--- src/rtl/fetch_pkg.sv ---
// Shared definitions for the instruction fetch front end.
package fetch_pkg;

    typedef enum logic [2:0] {
        IDLE,
        REQ,
        WAIT,
        DROP,
        HOLD
    } t_fetch_state;

    localparam int unsigned PC_STEP = 4;

endpackage

--- src/rtl/fetch_unit.sv ---
// Instruction fetch front end: owns the PC, keeps at most one memory request
// outstanding, and presents the fetched instruction to the decode register.
// Redirects from execute take priority over stalls; a response made stale by a
// redirect is swallowed in DROP so it never reaches decode.
module fetch_unit
    import fetch_pkg::*;
#(
    parameter int                    DATA_WIDTH  = 64,
    parameter int                    INSTR_WIDTH = 32,
    parameter logic [DATA_WIDTH-1:0] RESET_PC    = '0
) (
    input  logic                   i_clk,
    input  logic                   i_arst,
    input  logic                   i_stall_fetch,
    input  logic                   i_redirect,
    input  logic [DATA_WIDTH-1:0]  i_redirect_target,
    output logic                   o_imem_req_valid,
    input  logic                   i_imem_req_ready,
    output logic [DATA_WIDTH-1:0]  o_imem_addr,
    input  logic                   i_imem_rsp_valid,
    input  logic [INSTR_WIDTH-1:0] i_imem_rsp_data,
    output logic [INSTR_WIDTH-1:0] o_instr,
    output logic [DATA_WIDTH-1:0]  o_pc,
    output logic [DATA_WIDTH-1:0]  o_pc_plus4,
    output logic                   o_fetch_valid,
    output logic                   o_stall_req
);

    t_fetch_state           state;
    logic [DATA_WIDTH-1:0]  pc;
    logic [INSTR_WIDTH-1:0] buffer;
    logic [DATA_WIDTH-1:0]  pc_next_seq;
    logic                   in_hold;
    logic                   in_req;

    assign pc_next_seq = pc + DATA_WIDTH'(PC_STEP);
    assign in_hold     = (state == HOLD);
    assign in_req      = (state == REQ);

    // Fetch sequencer: advances the PC, tracks the outstanding request and buffers the response.
    always_ff @(posedge i_clk or posedge i_arst) begin
        if (i_arst) begin
            state  <= IDLE;
            pc     <= RESET_PC;
            buffer <= '0;
        end else begin
            case (state)
                IDLE: begin
                    state <= REQ;
                end

                REQ: begin
                    if (i_redirect) begin
                        pc <= i_redirect_target;
                        if (i_imem_req_ready) begin
                            state <= DROP;
                        end
                    end else if (i_imem_req_ready) begin
                        state <= WAIT;
                    end
                end

                WAIT: begin
                    if (i_redirect) begin
                        pc <= i_redirect_target;
                        state <= i_imem_rsp_valid ? REQ : DROP;
                    end else if (i_imem_rsp_valid) begin
                        buffer <= i_imem_rsp_data;
                        state  <= HOLD;
                    end
                end

                DROP: begin
                    // A response seen here is always the stale one, even when a
                    // further redirect lands in the same cycle, so it clears the
                    // outstanding request and lets the newest PC be fetched.
                    if (i_redirect) begin
                        pc <= i_redirect_target;
                    end
                    if (i_imem_rsp_valid) begin
                        state <= REQ;
                    end
                end

                HOLD: begin
                    if (i_redirect) begin
                        pc    <= i_redirect_target;
                        state <= REQ;
                    end else if (!i_stall_fetch) begin
                        pc    <= pc_next_seq;
                        state <= REQ;
                    end
                end

                default: begin
                    state <= IDLE;
                end
            endcase
        end
    end

    // Outputs are decoded from state/pc/buffer only; outside HOLD they look like a flushed decode register.
    assign o_imem_req_valid = in_req;
    assign o_imem_addr      = in_req  ? pc          : '0;
    assign o_fetch_valid    = in_hold;
    assign o_stall_req      = ~in_hold;
    assign o_instr          = in_hold ? buffer      : '0;
    assign o_pc             = in_hold ? pc          : '0;
    assign o_pc_plus4       = in_hold ? pc_next_seq : '0;

endmodule
--- config.mk ---
export PLATFORM = sky130hd
export DESIGN_NAME = fetch_unit
export DESIGN_NICKNAME = d
export VERILOG_FILES = /design/src/rtl/fetch_pkg.sv /design/src/rtl/fetch_unit.sv
export SDC_FILE = /design/constraint.sdc
export NUM_CORES = 1
export LEC_CHECK = 0
export BUFFER_PORTS_ARGS = -buffer_cell sky130_fd_sc_hd__buf_2
export CAP_MARGIN = 0
export CORE_MARGIN = 2
export CORE_UTILIZATION = 45
export CTS_CLUSTER_SIZE = 16
export DETAILED_ROUTE_END_ITERATION = 6
export PLACE_DENSITY_LB_ADDON = 0.2
export RECOVER_POWER = 100
export SYNTH_ARGS = -nofsm -noshare
export SYNTH_HDL_FRONTEND = slang
export SYNTH_SLANG_ARGS = --single-unit
--- constraint.sdc ---
create_clock -name i_clk -period 3 [get_ports i_clk]
set_clock_uncertainty 0.15 [all_clocks]
set_input_delay 0.3 -clock i_clk [delete_from_list [all_inputs] [get_ports i_clk]]
set_output_delay 0.3 -clock i_clk [all_outputs]
set_load 0.02 [all_outputs]
==> reports/metrics.cfg, run 1 <==
[status]
status = finished with violations
violations = max-capacitance violations, max-slew violations, negative setup slack

[setup_path]
start_kind = register
cp.arrival_ns = 2.80
r2r_start = state[0]$_DFFE_PP0P_
crit_path_end_kind = primary output
critPathKind = reg -> out
path_max_fanout = 2
cp.required_ns = 2.55
crit_path_start = pc[3]$_DFFE_PP0P_

[clock_tree]
cts_made_buffers = 9
h-tree-depth = 3
cts_tree = done
cts.reportedPaths.clkPinSlew_ns = 0.07
numClockSinks = 99
clkLatencyLatePin_ns = 0.36
clock_tree.root_cell = clkbuf_16
clock_path_buffers = 2

[logic_synthesis]
synth_flop_cell = dfrtp_1
synth-compound-area-share = 0.107
synth-seq-area-share = 0.300
ys_warn_count = 0
syn-num-nets = 1148
synth_seq_cells = 99
muxShareOfSynthArea = 0.0785
avgSynthCellArea_sq_um = 7.90
synthSimpleGateAreaFrac = 0.382
synth_cells = 1045
synthArstFlopShare = 1.00
synth.distinct_cells = 64
synthAdderAreaFrac = 0.00152
synth_edf_count = 0
synthesis.area_sq_mm = 0.00826
synth_xor_xnor_area_share = 0.0541
synth_top_family_by_area = simple AND/OR/NAND/NOR gates

[detailed_routing]
num_vias = 9698
post_drt_via_cell_ratio = 5.76
first_pass_iters = 7
drt-total-wl_mm = 32.7
drtIter0Drc = 734
wire_per_inst_microns = 19.4
antenna_left = 0
drc_errors = 0

[job]
drv_cap = 1

[floorplanning]
dieHeight_microns = 139
design.core.area_sq_mm = 0.0180
die-area_sq_mm = 0.0194
initial_core_util = 0.460
row_count = 49
fp.dieW_microns = 139
io_pins = 329

[timing]
setup_ws_ns = -0.249
period_minus_slack_ns = 3.25
finalHoldViolCount = 0
rsz0062_at_grt = yes
slew_headroom = -0.154
min_period_over_period = 1.08
slew_viol_final = 41
fmax_mhz = 308
finalSetupViolCount = 24
tns_ns = -2.31
worst_slew_pin_slew_ns = 1.72

[global_routing]
grt-busiest-layer = met2
use_met2 = 0.518
grtUsageMet1 = 0.427
grt_max_degree = 88
grt_pass1_wl_mm = 49.9
overflow = 0
use_met3 = 0.0688
grt_pass1_vias = 9040
grt_antenna_before_repair = 2
grt_usage = 0.318

[hold_path]
hold_start = i_imem_rsp_data[28]
min_path_type = in -> reg

[final_layout]
nNetsFinal = 1553
area_growth_pct = 45.0
drive_above_1_share = 0.395

[placement]
dp_slack_ns = -0.0592
dp_hpwl_mm = 22.5
gp_congestion = 0.907
numPortBuffers = 328

[power_and_ir_drop]
p_leak_uw = 0.00547
vdd_drop_max_mv = 0.341
power.density_mw_per_mm2 = 529

==> metrics by stage <==
step                      area [sq um]  hold WS [ns]   util  total power, uW  cells
final                            12000        0.0185  0.666             6330   1685
after global routing             12000        0.0166  0.666             6660   1684
after CTS                        11500        0.0132  0.642             6200   1642
after detailed placement         10500         0.337  0.587             4920   1591
after global placement           10500         0.332  0.587             4870   1591
after floorplan                   8280         0.287      -             3900   1045
==> worst max-delay path, stage by stage, from the launching register on <==
cell	delay, ns
dfrtp_1	0.41
ha_4	0.16
nand2_1	0.06
or4_4	0.44
or4_4	0.55
or4_4	0.51
a21oi_4	0.17
buf_6	0.13
==> layer usage <==
| layer | vias up | routed length (microns) |
|---|---|---|
| li1 | 4465 | - |
| met1 | 4578 | 13300 |
| met2 | 580 | 15300 |
| met3 | 75 | 3210 |
| met4 | 0 | 842 |
| met5 | - | 0 |
==> power breakdown <==
part / switching [uW] / leakage [uW] / internal (uW) / total [uW]
Combinational: 1760 / 0.00415 / 1310 / 3070
Sequential: 374 / 0.00119 / 1740 / 2110
Clock: 582 / 0.000134 / 572 / 1150
Total: 2720 / 0.00547 / 3610 / 6330
==> what timing repair did <==
item,CTS,global route
hold buffers,1,0
endpoints found under the hold margin,38,0
resized for setup,78,81
endpoints found under the setup margin,28,36
cloned,4,1
pin swaps,31,38
setup buffers,32,43
==> cell usage in the layout (no fill, tap or decap), types with 21 or more instances in the layout <==
master | synthesis | final
buf_6 | 1 | 44
nand3_1 | 70 | 63
dfrtp_1 | 99 | 95
nand2_1 | 92 | 90
xor2_1 | 23 | 23
nor2_1 | 85 | 81
a21oi_1 | 46 | 44
o21ai_0 | 21 | 21
clkbuf_2 | 1 | 63
o22ai_1 | 22 | 22
and2_0 | 1 | 48
clkbuf_1 | 86 | 87
nand4_1 | 37 | 37
and2_1 | 163 | 115
mux2_2 | 54 | 50
buf_4 | 8 | 138
buf_2 | 10 | 170
==> final timing paths <==
kind                                          endpoint  depth (start not counted)  slack, ns
min in group asynchronous       buffer[20]$_DFFE_PP0P_                          3       0.75
worst max register to register      pc[24]$_DFFE_PP0P_                          5      -0.07
max in group asynchronous           pc[36]$_DFFE_PP0P_                          4       0.54
worst max-delay path                    o_pc_plus4[62]                          7      -0.25
worst min-delay path            buffer[28]$_DFFE_PP0P_                          2       0.02
worst min register to register  buffer[12]$_DFFE_PP0P_                          1       0.35
==> cell type report <==
class / count / area [sq um]
Sequential cell: 99 / 2480
Antenna cell: 2 / 5.00
Clock buffer: 9 / 225
Timing Repair Buffer: 515 / 3240
Tap cell: 229 / 287
Multi-Input combinational cell: 815 / 5640
Fill cell: 1556 / 6000
Clock inverter: 6 / 50.0
Inverter: 10 / 38.8
==> sequential cells by signal, indices dropped and copies added (netlist names) <==
name,cells
pc,64
buffer,32
state,3
==> synth_stat cells, drive strengths merged, types with 3 or more instances <==
| cell type | number | area [sq um] |
|---|---|---|
| and2 | 165 | 1030 |
| dfrtp | 99 | 2480 |
| clkbuf | 93 | 410 |
| nand2 | 92 | 345 |
| nor2 | 85 | 319 |
| nand3 | 71 | 360 |
| mux2 | 54 | 608 |
| a21oi | 46 | 230 |
| nand4 | 38 | 253 |
| nor4 | 30 | 236 |
| buf | 28 | 171 |
| or4 | 28 | 220 |
| xnor2 | 28 | 245 |
| xor2 | 23 | 201 |
| o22ai | 22 | 138 |
| o21ai | 21 | 105 |
| nor3 | 16 | 80.1 |
| and3 | 15 | 93.8 |
| a2bb2oi | 11 | 96.3 |
| inv | 10 | 37.5 |
| and4 | 8 | 72.6 |
| o2bb2a | 7 | 70.1 |
| nand3b | 6 | 45.0 |
| nand2b | 5 | 31.3 |
| a22oi | 4 | 30.0 |
| mux2i | 4 | 40.0 |
| a31oi | 3 | 18.8 |
| nor3b | 3 | 22.5 |
| o2bb2ai | 3 | 26.3 |
| or2 | 3 | 18.8 |
==> cells by family (layout without fill, tap and decap cells) <==
| kind of cell | Yosys count | in the layout |
|---|---|---|
| compound gates | 136 | 136 |
| xor+xnor | 51 | 51 |
| fa+ha+maj | 1 | 1 |
| buf+inv | 132 | 540 |
| flops | 99 | 99 |
| mux | 58 | 58 |
| other cells | 0 | 2 |
| simple gates | 568 | 569 |
No activity file was read; power rests on OpenSTA's default activity.
==> run 2: changes to the inputs <==
ABC_CLOCK_PERIOD_IN_PS = 3000   (was unset)
BUFFER_PORTS_ARGS = unset   (was -buffer_cell sky130_fd_sc_hd__buf_2)
CORE_UTILIZATION = 50   (was 45)
DONT_BUFFER_PORTS = 1   (was unset)
==> run 2 against run 1 <==
Compared with the run above:
- the run ends with negative setup slack left
- clock-buffer cell count unchanged
- total power down 5.2%
- core utilization up 1.4 points
- cell area down 9.0%
- fmax up 1.8%
- global-route usage up 1.8 points
- combinational power down 12%
- cell count down 16%
- sequential power about the same
- clock power about the same
- hold slack worse by 0.011 ns
- sequential share of layout area up 2.1 points
- largest cell class unchanged
==> reports/metrics.cfg, run 2 (synthesis gave the netlist of run 1 again) <==
[setup_path]
path_cells = buf_6 -> nand4_1 -> or4_4 -> buf_8 -> buf_6 -> nor4_4 -> xnor2_1 -> nor2_1 -> buf_4
start_kind = register
cp.arrival_ns = 2.74
cpMostUsedCell = buf_6
crit_path_end_kind = primary output
path_max_fanout = 6
critPathKind = reg -> out
reg2reg_slack_ns = 0.07
max_stage_delay_ns = 0.62
cp.required_ns = 2.55
slowest_stage = or4_4

[clock_tree]
h-tree-depth = 3
cts_tree = done
cts_made_buffers = 9
clock_path_buffers = 2
clkLatencyLatePin_ns = 0.36
numClockSinks = 99
cts.reportedPaths.clkPinSlew_ns = 0.08
clock_tree.root_cell = clkbuf_16

[floorplanning]
dieHeight_microns = 132
initial_core_util = 0.516
io_pins = 329
row_count = 46
die-area_sq_mm = 0.0176
fp.dieW_microns = 132
design.core.area_sq_mm = 0.0160

[detailed_routing]
first_pass_iters = 5
num_vias = 8765
post_drt_via_cell_ratio = 6.20
wire_per_inst_microns = 22.0
drc_errors = 0
antenna_left = 0
drt-total-wl_mm = 31.1
drtIter0Drc = 838

[global_routing]
grt_usage = 0.336
grt_max_degree = 90
grt_pass1_wl_mm = 47.1
grt_antenna_before_repair = 0
grt_pass1_vias = 8295
overflow = 0

[status]
violations = negative setup slack
status = finished with violations

[timing]
worst_slew_pin_slew_ns = 1.45
setup_ws_ns = -0.192
rsz0062_at_grt = yes
finalHoldViolCount = 0
period_minus_slack_ns = 3.19
fmax_mhz = 313
finalSetupViolCount = 28
slew_viol_final = 0
slew_headroom = 0.0277
min_period_over_period = 1.06
whs_ns = 0.00762

[job]
drv_cap = 0

[final_layout]
nNetsFinal = 1296
antenna_cells = 0
final_common_cell = and2_0
largest_register_ffs = 64
largest_register = pc
reg_top3 = pc: 64 flops, buffer: 32 flops, state: 3 flops
mostFrequentLayoutCells = 148 x and2_0, 141 x buf_4, 94 x dfrtp_1, 88 x nand2_1, 83 x nor2_1
area_growth_pct = 31.8
drive_above_1_share = 0.272

[hold_path]
min_path_type = in -> reg

[placement]
dp_slack_ns = 0.0445
gp_congestion = 0.846
numPortBuffers = 0
dp_hpwl_mm = 20.4

[power_and_ir_drop]
p_leak_uw = 0.00441
vdd_drop_max_mv = 0.410
power.density_mw_per_mm2 = 551

run 2: cell types whose count changed in the layout (fill, tap and decap cells not counted), moves of 4 or more:
cell	previous run	this run
and2_0	48	148
nand3_1	63	68
clkbuf_2	63	7
and2_1	115	16
dlygate4sd3_1	1	63
buf_6	44	23
nand3_2	7	3
buf_2	170	0
clkbuf_1	87	14
run 2: per-stage QoR:
step	cell area [sq um]	util	power, uW	cells	TNS, ns
3_5_place_dp	9190	0.574	4580	1288	0
5_1_grt	10900	0.680	6310	1414	-5.98
2_1_floorplan	8280	-	3900	1045	-0.0181
6_report	10900	0.680	6000	1414	-2.26
4_1_cts	10500	0.655	5880	1387	-0.934
3_3_place_gp	9190	0.574	4530	1288	0
run 2: area by class of cell:
type	count	area, sq um
multi-input combinational	814	5580
fill	1351	5120
sequential	99	2480
timing repair buffer	259	2230
tap	216	270
clock buffer	9	225
clock inverter	7	60.1
inverter	10	38.8
run 2: final timing paths:
path | cells after the start | endpoint | from
min | 3 | state[0]$_DFFE_PP0P_ | i_stall_fetch
max reg2reg | 6 | pc[39]$_DFFE_PP0P_ | state[1]$_DFFE_PP0P_
min reg2reg | 1 | buffer[4]$_DFFE_PP0P_ | buffer[4]$_DFFE_PP0P_
max in group asynchronous | 3 | pc[2]$_DFFE_PP0P_ | i_arst
max | 9 | o_pc_plus4[47] | pc[20]$_DFFE_PP0P_
min in group asynchronous | 2 | buffer[20]$_DFFE_PP0P_ | i_arst
run 2: worst max-delay path: cells and delay by family, from the launching register on:
kind                   cells  cell delay [ns]
AND/OR/NAND/NOR            4             1.32
buffers and inverters      4             0.58
XOR/XNOR                   1             0.10
flip-flops                 1             0.37
run 2: repair_timing:
item	in CTS	in global routing
buffers inserted	18	26
cloned	2	1
endpoints found under the hold margin	90	0
endpoints found under the setup margin	28	32
gates resized for setup	45	64
hold buffers	63	0
pin swaps	13	28
run 2: routing by layer:
layer | up-vias | part of all wire | track usage
li1 | 3941 | - | -
met1 | 4267 | 0.40 | 0.431
met2 | 493 | 0.48 | 0.562
met3 | 64 | 0.087 | 0.0759
met4 | 0 | 0.025 | 0.112
met5 | - | 0 | 0
run 2: power by group:
group	internal (uW)	switching, uW
combinational	1060	1630
sequential	1740	402
clock	579	596
